### config.mk
export PLATFORM = sky130hd
export DESIGN_NAME = score_ctrl
export DESIGN_NICKNAME = d
export VERILOG_FILES = /design/src/rtl/score_ctrl.sv
export SDC_FILE = /design/constraint.sdc
export NUM_CORES = 1
export LEC_CHECK = 0
export CORE_MARGIN = 1
export CORE_UTILIZATION = 49
export CTS_CLUSTER_SIZE = 30
export DETAILED_ROUTE_END_ITERATION = 7
export HOLD_SLACK_MARGIN = 0.08
export MAX_ROUTING_LAYER = met4
export PLACE_DENSITY_LB_ADDON = 0.15
export SLEW_MARGIN = 40
export SYNTH_ARGS = -nofsm -noshare
export SYNTH_HDL_FRONTEND = slang
export SYNTH_SLANG_ARGS = --single-unit
### constraint.sdc
create_clock -name clk -period 2.5 [get_ports clk]
set_input_delay 0.5 -clock clk [delete_from_list [all_inputs] [get_ports clk]]
set_output_delay 0.5 -clock clk [all_outputs]
set_load 0.01 [all_outputs]
### src/rtl/score_ctrl.sv
// Game-level controller for the 3-digit BCD score: sequencing, high score, display select.
// Optional build macro SCORE_CTRL_FLASH_EN: new_record blinks in SHOW after a record.
//
// state   | meaning
// --------+-------------------------------------------------------------
// IDLE    | after reset; display shows high score, waits for start
// PLAY    | game running; eat rising edges add points
// COMPARE | one cycle; final score vs high score
// UPDATE  | one cycle; latch new high score, flag record
// SHOW    | alternate score / high score on display until next start
module score_ctrl #(
    parameter int POINTS_PER_EAT = 1,
    parameter int ALT_CYCLES     = 25000000
) (
    input  logic        clk,
    input  logic        rst,
    input  logic        start,
    input  logic        eat,
    input  logic        game_over,
    input  logic        clear_hs,
    output logic [11:0] score_bcd,
    output logic [11:0] high_bcd,
    output logic [11:0] disp_bcd,
    output logic        new_record,
    output logic        playing,
    output logic [2:0]  state_o
);

    typedef enum logic [2:0] {
        S_IDLE    = 3'd0,
        S_PLAY    = 3'd1,
        S_COMPARE = 3'd2,
        S_UPDATE  = 3'd3,
        S_SHOW    = 3'd4
    } state_t;

    localparam int             CNT_W    = $clog2(ALT_CYCLES);
    localparam logic [CNT_W-1:0] CNT_LAST = CNT_W'(ALT_CYCLES - 1);
    localparam logic [3:0]     PTS      = 4'(POINTS_PER_EAT);

    state_t            state_q, state_d;
    logic [11:0]       score_q, score_d;
    logic [11:0]       high_q, high_d;
    logic [11:0]       disp_q, disp_d;
    logic              rec_q, rec_d;
    logic [CNT_W-1:0]  cnt_q, cnt_d;
    logic              phase_q, phase_d;
    logic              eat_q;
    logic              eat_rise;

    // Digit-wise add with decimal carry; a carry out of hundreds clamps to 999.
    function automatic logic [11:0] bcd_add_sat(input logic [11:0] v);
        logic [4:0]  ones;
        logic [4:0]  tens;
        logic [4:0]  hund;
        logic [11:0] r;
        ones = {1'b0, v[3:0]} + {1'b0, PTS};
        tens = {1'b0, v[7:4]};
        hund = {1'b0, v[11:8]};
        if (ones > 5'd9) begin
            ones = ones - 5'd10;
            tens = tens + 5'd1;
        end
        if (tens > 5'd9) begin
            tens = tens - 5'd10;
            hund = hund + 5'd1;
        end
        if (hund > 5'd9) r = 12'h999;
        else             r = {hund[3:0], tens[3:0], ones[3:0]};
        return r;
    endfunction

    assign eat_rise = eat & ~eat_q;

    always_comb begin
        state_d = state_q;
        score_d = score_q;
        high_d  = high_q;
        rec_d   = rec_q;
        cnt_d   = '0;
        phase_d = 1'b0;
        disp_d  = score_q;
        case (state_q)
            S_IDLE: begin
                disp_d = high_q;
                if (clear_hs) high_d = '0;
                if (start) begin
                    state_d = S_PLAY;
                    score_d = '0;
                    rec_d   = 1'b0;
                end
            end
            S_PLAY: begin
                disp_d = score_q;
                if (eat_rise)  score_d = bcd_add_sat(score_q);
                if (game_over) state_d = S_COMPARE;
            end
            // Packed BCD orders the same as binary, so a plain compare suffices.
            S_COMPARE: begin
                state_d = (score_q > high_q) ? S_UPDATE : S_SHOW;
            end
            S_UPDATE: begin
                high_d  = score_q;
                rec_d   = 1'b1;
                state_d = S_SHOW;
            end
            S_SHOW: begin
                disp_d = phase_q ? high_q : score_q;
                if (cnt_q == CNT_LAST) begin
                    cnt_d   = '0;
                    phase_d = ~phase_q;
                end else begin
                    cnt_d   = cnt_q + CNT_W'(1);
                    phase_d = phase_q;
                end
                if (clear_hs) high_d = '0;
                if (start) begin
                    state_d = S_PLAY;
                    score_d = '0;
                    rec_d   = 1'b0;
                    cnt_d   = '0;
                    phase_d = 1'b0;
                end
            end
            default: state_d = S_IDLE;
        endcase
    end

    always_ff @(posedge clk) begin
        if (rst) begin
            state_q <= S_IDLE;
            score_q <= '0;
            high_q  <= '0;
            disp_q  <= '0;
            rec_q   <= 1'b0;
            cnt_q   <= '0;
            phase_q <= 1'b0;
            eat_q   <= 1'b0;
        end else begin
            state_q <= state_d;
            score_q <= score_d;
            high_q  <= high_d;
            disp_q  <= disp_d;
            rec_q   <= rec_d;
            cnt_q   <= cnt_d;
            phase_q <= phase_d;
            eat_q   <= eat;
        end
    end

    assign score_bcd = score_q;
    assign high_bcd  = high_q;
    assign disp_bcd  = disp_q;
    assign playing   = (state_q == S_PLAY);
    assign state_o   = state_q;

`ifdef SCORE_CTRL_FLASH_EN
    // Blink follows the inverse of the display phase: on for the first phase of SHOW.
    assign new_record = rec_q & ~((state_q == S_SHOW) & phase_q);
`else
    assign new_record = rec_q;
`endif

endmodule

== Yosys cells after proc, flatten, opt, wreduce, memory -nomap -nowiden ==
Cells that the tools add are included.
Operators by class
  reduce and logical (&&, ||, !) cells: 10
  bitwise logic cells: 4
  add/subtract/negate cells: 6
  order comparisons: 4
  eq/ne operators: 9
  multiplexer cells: 22
Operators with widths (count)
  12-bit one-hot mux with 2 select lines: 3
  12-bit two-way mux: 5
  5-bit two-way mux: 6
  25-bit by 1-bit adder with 25-bit output (second input constant): 1
  25-bit == test (second input constant): 1
  4-bit by 1-bit adder with 5-bit output (second input constant): 3
  5-bit by 4-bit > comparator with 1-bit output (second input constant): 3
  12-bit > comparator: 1
  3-bit one-hot mux with 4 select lines: 1
  3-bit two-way mux: 3
  4-bit two-way mux: 2
  4-bit subtractor (second input constant): 2
  3-bit by 2-bit == test with 1-bit output (second input constant): 2
  2-bit by 1-bit != test with 1-bit output (second input constant): 3
  2-bit AND reduction: 3
  2-bit nonzero test: 2
  4-bit OR reduction: 1
  3-bit by 1-bit == test with 1-bit output (second input constant): 1
  3-bit == test (second input constant): 1
  3-bit logical NOT: 1
  1-bit inverter: 3
  3-bit AND reduction: 1
  3-bit OR reduction: 1
  2-bit != test (second input constant): 1
  4 further kinds: 4
Word-level totals
  input port bits: 6
  output and inout port bits: 41
  register bits: 67

== Longest topological paths before layout ==
Gate-level depths: netlist of the first run.
  depth after elaboration: 13
  mapped depth: 14
  mapped depth without buffers: 13

== Worst setup path before layout of the first run ==
Ideal clock, no wire load.
  kind: reg2reg
  from: reg score_q[0], in the netlist score_bcd[0]
  to: reg score_q[6], in the netlist score_bcd[6]
  buffers on the path: 1
  slack: -0.288 ns
  stages on the path, launching flop included: 15
  arrival: 2.669 ns
  clock period less this slack: 2.788 ns
  path through: dfxtp_1 > inv_1 > ha_1 > inv_1 > ha_1 > nand2b_1 > a21o_1 > a221oi_2 > buf_2 > nand2_1 > xor2_1 > ha_1 > nor2b_1 > a211oi_1 > o21ai_1
Between the ends
  word-level cells in the longest chain between the ends: 13
Ends and longest elaborated chain
  start: declaration: RTL line 42  | logic [11:0] score_q, score_d;
  start signal: assignment: RTL line 141  | score_q <= score_d;
  4-bit by 1-bit adder with 5-bit output *: RTL line 57  | ones = {1'b0, v[3:0]} + {1'b0, PTS};
  5-bit by 4-bit > comparator with 1-bit output *: RTL line 60  | if (ones > 5'd9) begin
  5-bit two-way mux *: RTL line 60
  5-bit two-way mux *: RTL line 95  | if (eat_rise) score_d = bcd_add_sat(score_q);
  5-bit two-way mux *: RTL line 83  | case (state_q)
  5-bit by 4-bit > comparator with 1-bit output: RTL line 64  | if (tens > 5'd9) begin
  5-bit two-way mux: RTL line 64
  5-bit two-way mux: RTL line 95
  5-bit two-way mux: RTL line 83
  5-bit by 4-bit > comparator with 1-bit output: RTL line 68  | if (hund > 5'd9) r = 12'h999;
  12-bit two-way mux *: RTL line 68
  12-bit two-way mux *: RTL line 95
  12-bit one-hot mux with 2 select lines *: RTL line 83
Mark *: on every way between the ends. The rest lies on a longest branch, timed or not. The select of a mux whose other input is x is not followed.
A chain may end at the register's enable or synchronous reset.

== Worst setup path after layout of the first run ==
  from: reg score_q[0], in the netlist score_bcd[0]
  to: reg score_q[9], in the netlist score_bcd[9]
Between the ends
  word-level cells in the longest chain between the ends: 13
Ends and longest elaborated chain (RTL line)
  4-bit by 1-bit adder with 5-bit output *: 57
  5-bit by 4-bit > comparator with 1-bit output *: 60
  5-bit two-way mux *: 60
  5-bit two-way mux *: 95
  5-bit two-way mux *: 83
  5-bit by 4-bit > comparator with 1-bit output *: 64
  5-bit two-way mux *: 64
  5-bit two-way mux *: 95
  5-bit two-way mux *: 83
  5-bit by 4-bit > comparator with 1-bit output: 68
  12-bit two-way mux *: 68
  12-bit two-way mux *: 95
  12-bit one-hot mux with 2 select lines *: 83
Marks and branches as above.

==> results of run 1 <==
-- Yosys cell counts (all sizes together) (4+ instances only) --
cell type,count,area share [%]
inv,23,2.5
clkbuf,10,1.1
and3,9,1.6
nand2,27,3.0
nand2b,5,0.92
a22oi,13,2.9
nor2,76,8.4
dfxtp,67,39
a21oi,27,4.0
o21ai,18,2.6
buf,10,1.9
ha,19,7.0
a21o,9,2.0
xor2,21,5.4
nor2b,7,1.3
nand3,15,2.2
nand4,4,0.73
mux2i,4,1.2
xnor2,10,2.6
nor3,8,1.5
-- worst register-to-register path, delay by kind of cell, from the launching register on --
kind                     cells  cell delay [ns]
multiplexers                 2             0.62
adder cells (fa/ha/maj)      2             0.31
AND/OR/NAND/NOR              1             0.06
XOR/XNOR                     1             0.15
buffers and inverters        2             0.25
flip-flops                   1             0.37
AO/OA/AOI/OAI                4             0.71
-- cell usage in the layout (no fill, tap or decap), types with 4 or more instances in the layout --
cell type        instances
nor2_1                  76
dfxtp_1                 65
clkdlybuf4s50_1         46
buf_4                   27
nand2_1                 26
a21oi_1                 25
inv_1                   21
xor2_1                  20
ha_1                    17
nand3_1                 15
o21ai_0                 13
a22oi_1                 13
clkbuf_8                11
xnor2_1                 10
a21o_1                   9
and3_1                   9
nor2b_1                  7
nor3_1                   6
nand2b_1                 5
o21ai_1                  5
nand4_1                  4
-- repair_timing --
action	in CTS	in global routing
pin swaps	4	2
hold endpoints to repair	0	0
setup buffers	3	1
gates resized for setup	2	5
setup endpoints to repair	12	12
-- cell families after synthesis --
logic type | after synthesis
simple gates | 164
compound gates | 84
flops | 67
buf+inv | 43
xor+xnor | 31
fa+ha+maj | 19
mux | 7
-- metrics by stage --
step                hold slack (ns)  power, W
CTS                          0.4743  0.002157
floorplan                    0.4297  0.001162
global placement             0.4417  0.001205
global route                 0.4983  0.002212
finish                       0.4701  0.002129
detailed placement           0.4562  0.001207
-- registers in the layout, indices dropped and copies added (netlist names) --
| register | count |
|---|---|
| high_bcd | 12 |
| eat_q | 1 |
| state_o | 3 |
| cnt_q | 25 |
| phase_q | 1 |
| disp_bcd | 12 |
| new_record | 1 |
| score_bcd | 12 |
-- power by group through the flow --
stage | combinational, W | sequential, W | clock, W
after floorplan | 0.0000613 | 0.00110 | 0
after global placement | 0.000105 | 0.00110 | 0
after detailed placement | 0.000107 | 0.00110 | 0
after CTS | 0.000108 | 0.00108 | 0.000973
after global routing | 0.000120 | 0.00108 | 0.00102
final | 0.000110 | 0.00108 | 0.000944
-- final cells by class --
type	instances	area, µm²
timing repair buffer	74	674.4
sequential	67	1349
multi-input combinational	305	1953
tap	80	100.1
inverter	23	88.84
clock buffer	11	151.4
fill	609	2381
clock inverter	5	58.81
-- routing by layer --
metal	vias to the layer above	GRT usage [%]	wire length, µm
li1	1539	-	-
met1	1412	28.04	3516
met2	62	40.29	3925
met3	14	5.005	356
met4	0	9.848	151
met5	-	-	0
-- path summary, 6_finish.rpt --
kind                                endpoint  slack (ns)  cells after the start    startpoint
worst max-delay path            score_bcd[9]       -0.09                     12  score_bcd[0]
worst min-delay path                cnt_q[0]        0.47                      1      cnt_q[0]
worst max register to register  score_bcd[9]       -0.09                     12  score_bcd[0]
worst min register to register      cnt_q[0]        0.47                      1      cnt_q[0]
==> run summary, run 1 <==
outcome: finished with violations
failing checks: setup timing
Vias/cell: 5.358
Syn Area/Cell: 8.231 µm²
worst vdd ir: 324.0 µV
Clock Latency Late Sink: 0.35 ns
ant diodes: 0
Syn Nets: 440
final wirelength: 7.950 mm
switching part of the total: 23.37%
HP Class: flip-flop to flip-flop
Synth Area in Compound Gates: 15.53%
biggest cell delay along the critical path: 0.37 ns
initial antenna violation count: 0
CTS clk-pin slew, worst paths: 0.07 ns
critical path endpoint category: flip-flop
post-place setup slack: -0.1240 ns
Seq/Total Area, Yosys: 39.27%
worst-path fanout max: 5
placed cell count: 545
crit path buf inv count: 2
share of cells above drive strength 1: 13.40%
Crit path required time: 2.72 ns
grt ovf: 0
synthesized area: 3416 µm²
Setup Skew: 0.008986 ns
Core Area: 6756 µm²
Initial Util: 50.56%
die footprint: 7309 µm²
row cnt: 30
CTS Sinks: 67
die width: 85.49 µm
first-pass GRT wire length: 13.32 mm
Clock Power Share: 44.3%
slowest stage cell, crit path: dfxtp_4
DRC Markers: 0
clock buffer depth: 2
htree depth: 3
routability cong.: 0.8289
setup TNS: -0.2003 ns
Post-synth EDFFs: 0
synthesized-area fraction occupied by adder cells: 6.960%
setup slack after layout: -0.09205 ns
synthesized instance count: 415
number of max-cap violations: 0
HPWL after detailed placement: 5.630 mm
Setup CP Type: flip-flop to flip-flop
internal power: 0.001632 W
Routed Antenna Nets: 0
ys async rst share: 0%
WL per Instance: 14.07 µm
Static Leak: 1.670 nW
DR vias: 3027
RSZ-0062 raised after global routing: yes
largest net degree at the start of global routing: 39
Synth warnings: 0
crit-path cells: ha_4 > xor2_2 > inv_1 > ha_1 > nand2b_1 > a21o_1 > a221oi_4 > mux2i_2 > buf_4 > mux2_4 > o211ai_1 > a21oi_1
CTS Buf Count: 9
number of hold violations in the final report: 0
Yosys reg bits: 67
number of global-route vias before repair: 2917
minimum clock period: 2.592 ns
multiplexer share of the synthesized area: 2.271%
Top delay family on crit path: compound AO/OA/AOI/OAI gates
endpoints failing setup: 8
Die H: 85.49 µm
fin crit share: 103.7%
1st-iter DRT viols: 77
Port-buffer cells: 46
Cell variety after synth: 47
GRT Resource Usage Total: 24.00%
simple-gate share of the synthesized area: 22.42%
Comb pwr share: 5.2%
Layout Area Growth over Synthesis: 28.10%
main combinational cell family by area after synthesis: simple AND/OR/NAND/NOR gates
fmax: 385.8 MHz
hold_buf cts: 0
arrival time of the worst setup path: 2.81 ns
sequential group share of total power: 50.5%
Final Max Slew Viols: 0
net switching power: 0.0004975 W
Layout Cells excl Fill: 565
Primary FF master, synth: dfxtp_1
final core utilization: 64.76%
final instance area: 4375 µm²
Root Driver: clkbuf_8
worst-margin pin slew: 0.5887 ns
critical path launch point type: flip-flop
Power Density: 486.6 nW/µm²
xor/xnor share of the synthesized area: 7.949%
nets@finish: 505
relative slew slack: 60.75%
I/O pins: 47
Pre-antenna DRT Iters: 4
CTS tree: built
Area after DPL: 4101 µm²
(Power assumes the default switching activity.)
==> inputs of run 2 (changes only) <==
Settings changed: CORE_UTILIZATION 49 to 25, CTS_BUF_LIST from default to sky130_fd_sc_hd__clkbuf_2 sky130_fd_sc_hd__clkbuf_4 sky130_fd_sc_hd__clkbuf_8.
==> run summary, run 2 (synthesis gave the netlist of run 1 again) <==
outcome: finished with violations
failing checks: setup timing
metal1 wirelength: 4.315 mm
Layout Area Growth over Synthesis: 33.88%
1st-iter DRT viols: 152
Area after DPL: 4305 µm²
arrival time of the worst setup path: 2.89 ns
setup slack after layout: -0.09033 ns
initial antenna violation count: 0
number of global-route vias before repair: 3178
clock buffer depth: 2
commonest non-fill, non-tap cells in the layout: nor2_1, dfxtp_1, clkdlybuf4s50_1, buf_4, nand2_1
nets@finish: 515
worst vdd ir: 260.4 µV
worst-margin pin slew: 0.7221 ns
HP Class: flip-flop to flip-flop
CTS Sinks: 67
final wirelength: 9.367 mm
Clock Latency Late Sink: 0.37 ns
relative slew slack: 51.86%
fill cell count: 1389
Root Driver: clkbuf_8
Top delay family on crit path: compound AO/OA/AOI/OAI gates
ant diodes: 0
row cnt: 42
slowest stage cell, crit path: dfxtp_4
endpoints failing setup: 12
critical path endpoint category: flip-flop
crit path buf inv count: 2
first-pass GRT wire length: 15.66 mm
largest net degree at the start of global routing: 26
Core Area: 13300 µm²
final instance area: 4573 µm²
Die H: 118.9 µm
Power Density: 466.7 nW/µm²
Setup CP Type: flip-flop to flip-flop
commonest non-fill, non-tap cell in the layout: nor2_1
grt ovf: 0
worst-path fanout max: 6
CTS clk-pin slew, worst paths: 0.08 ns
number of hold violations in the final report: 0
HPWL after detailed placement: 6.671 mm
setup TNS: -0.6249 ns
Final Power: 0.002134 W
CTS Buf Count: 9
die footprint: 14130 µm²
CTS tree: built
share of cells above drive strength 1: 15.35%
Port-buffer cells: 46
Final Max Slew Viols: 0
Most Frequent Cell on Critical Path: a21o_1
Layout Cells excl Fill: 671
Routed Antenna Nets: 0
die width: 118.9 µm
critical path launch point type: flip-flop
Static Leak: 1.701 nW
biggest cell delay along the critical path: 0.37 ns
Initial Util: 25.69%
placed cell count: 651
GRT Resource Usage Total: 14.75%
minimum clock period: 2.590 ns
uppermost layer routed: met4
RSZ-0062 raised after global routing: yes
met2 routed WL: 4.579 mm
DRC Markers: 0
Setup Skew: 0.008929 ns
final hold slack: 0.4748 ns
WL per Instance: 13.96 µm
Crit path required time: 2.80 ns
Vias/cell: 4.568
Pre-antenna DRT Iters: 4
crit-path cells: ha_4 > xor2_2 > inv_1 > ha_1 > nand2b_1 > a21o_1 > a221oi_4 > mux2i_1 > buf_4 > mux2_4 > a21o_1 > a21oi_1
htree depth: 3
Top reg by flops: cnt_q
met3 routed WL: 349 µm
routability cong.: 0.7705
number of max-cap violations: 0
DR vias: 3065
max reg flops: 25
fmax: 386.1 MHz
fin crit share: 103.6%
I/O pins: 47
[run 2: report_power, final]
group | switching, W | total [W] | internal (W)
combinational | 0.0000730 | 0.000118 | 0.0000449
sequential | 0.00000658 | 0.00108 | 0.00107
clock | 0.000476 | 0.000941 | 0.000464
total | 0.000556 | 0.00213 | 0.00158
[run 2: area by class of cell]
type	instances	area, µm²	area share (%)
clock buffer	9	123.9	2.709
multi-input combinational	305	1956	42.76
inverter	23	88.84	1.943
sequential	67	1349	29.49
tap	176	220.2	4.815
clock inverter	7	77.57	1.696
timing repair buffer	84	758.2	16.58
[run 2: repair_timing]
action,4_1_cts,5_1_grt
endpoints found under the setup margin,10,12
pin swaps,2,1
setup buffers,4,0
resized for setup,1,6
hold buffers,0,0
cloned,0,0
[run 2: worst paths after layout]
path,startpoint,end,slack [ns],cells after the start
worst max-delay path,score_bcd[0],score_bcd[0],-0.09,12
worst min register to register,cnt_q[0],cnt_q[0],0.47,1
worst min-delay path,cnt_q[0],cnt_q[0],0.47,1
worst max register to register,score_bcd[0],score_bcd[0],-0.09,12
[run 2: metal layers]
layer / track usage (%) / vias up
li1: - / 1560
met1: 16.65 / 1450
met2: 24.74 / 46
met3: 4.646 / 9
met4: 4.747 / 0
met5: - / -
[run 2: stage by stage]
step	worst slack [ns]	utilization, %
CTS	-0.05314	34.14
floorplan	-0.02091	-
global placement	-0.04928	32.38
detailed placement	-0.08554	32.38
finish	-0.09033	34.40
global route	-0.2032	34.40
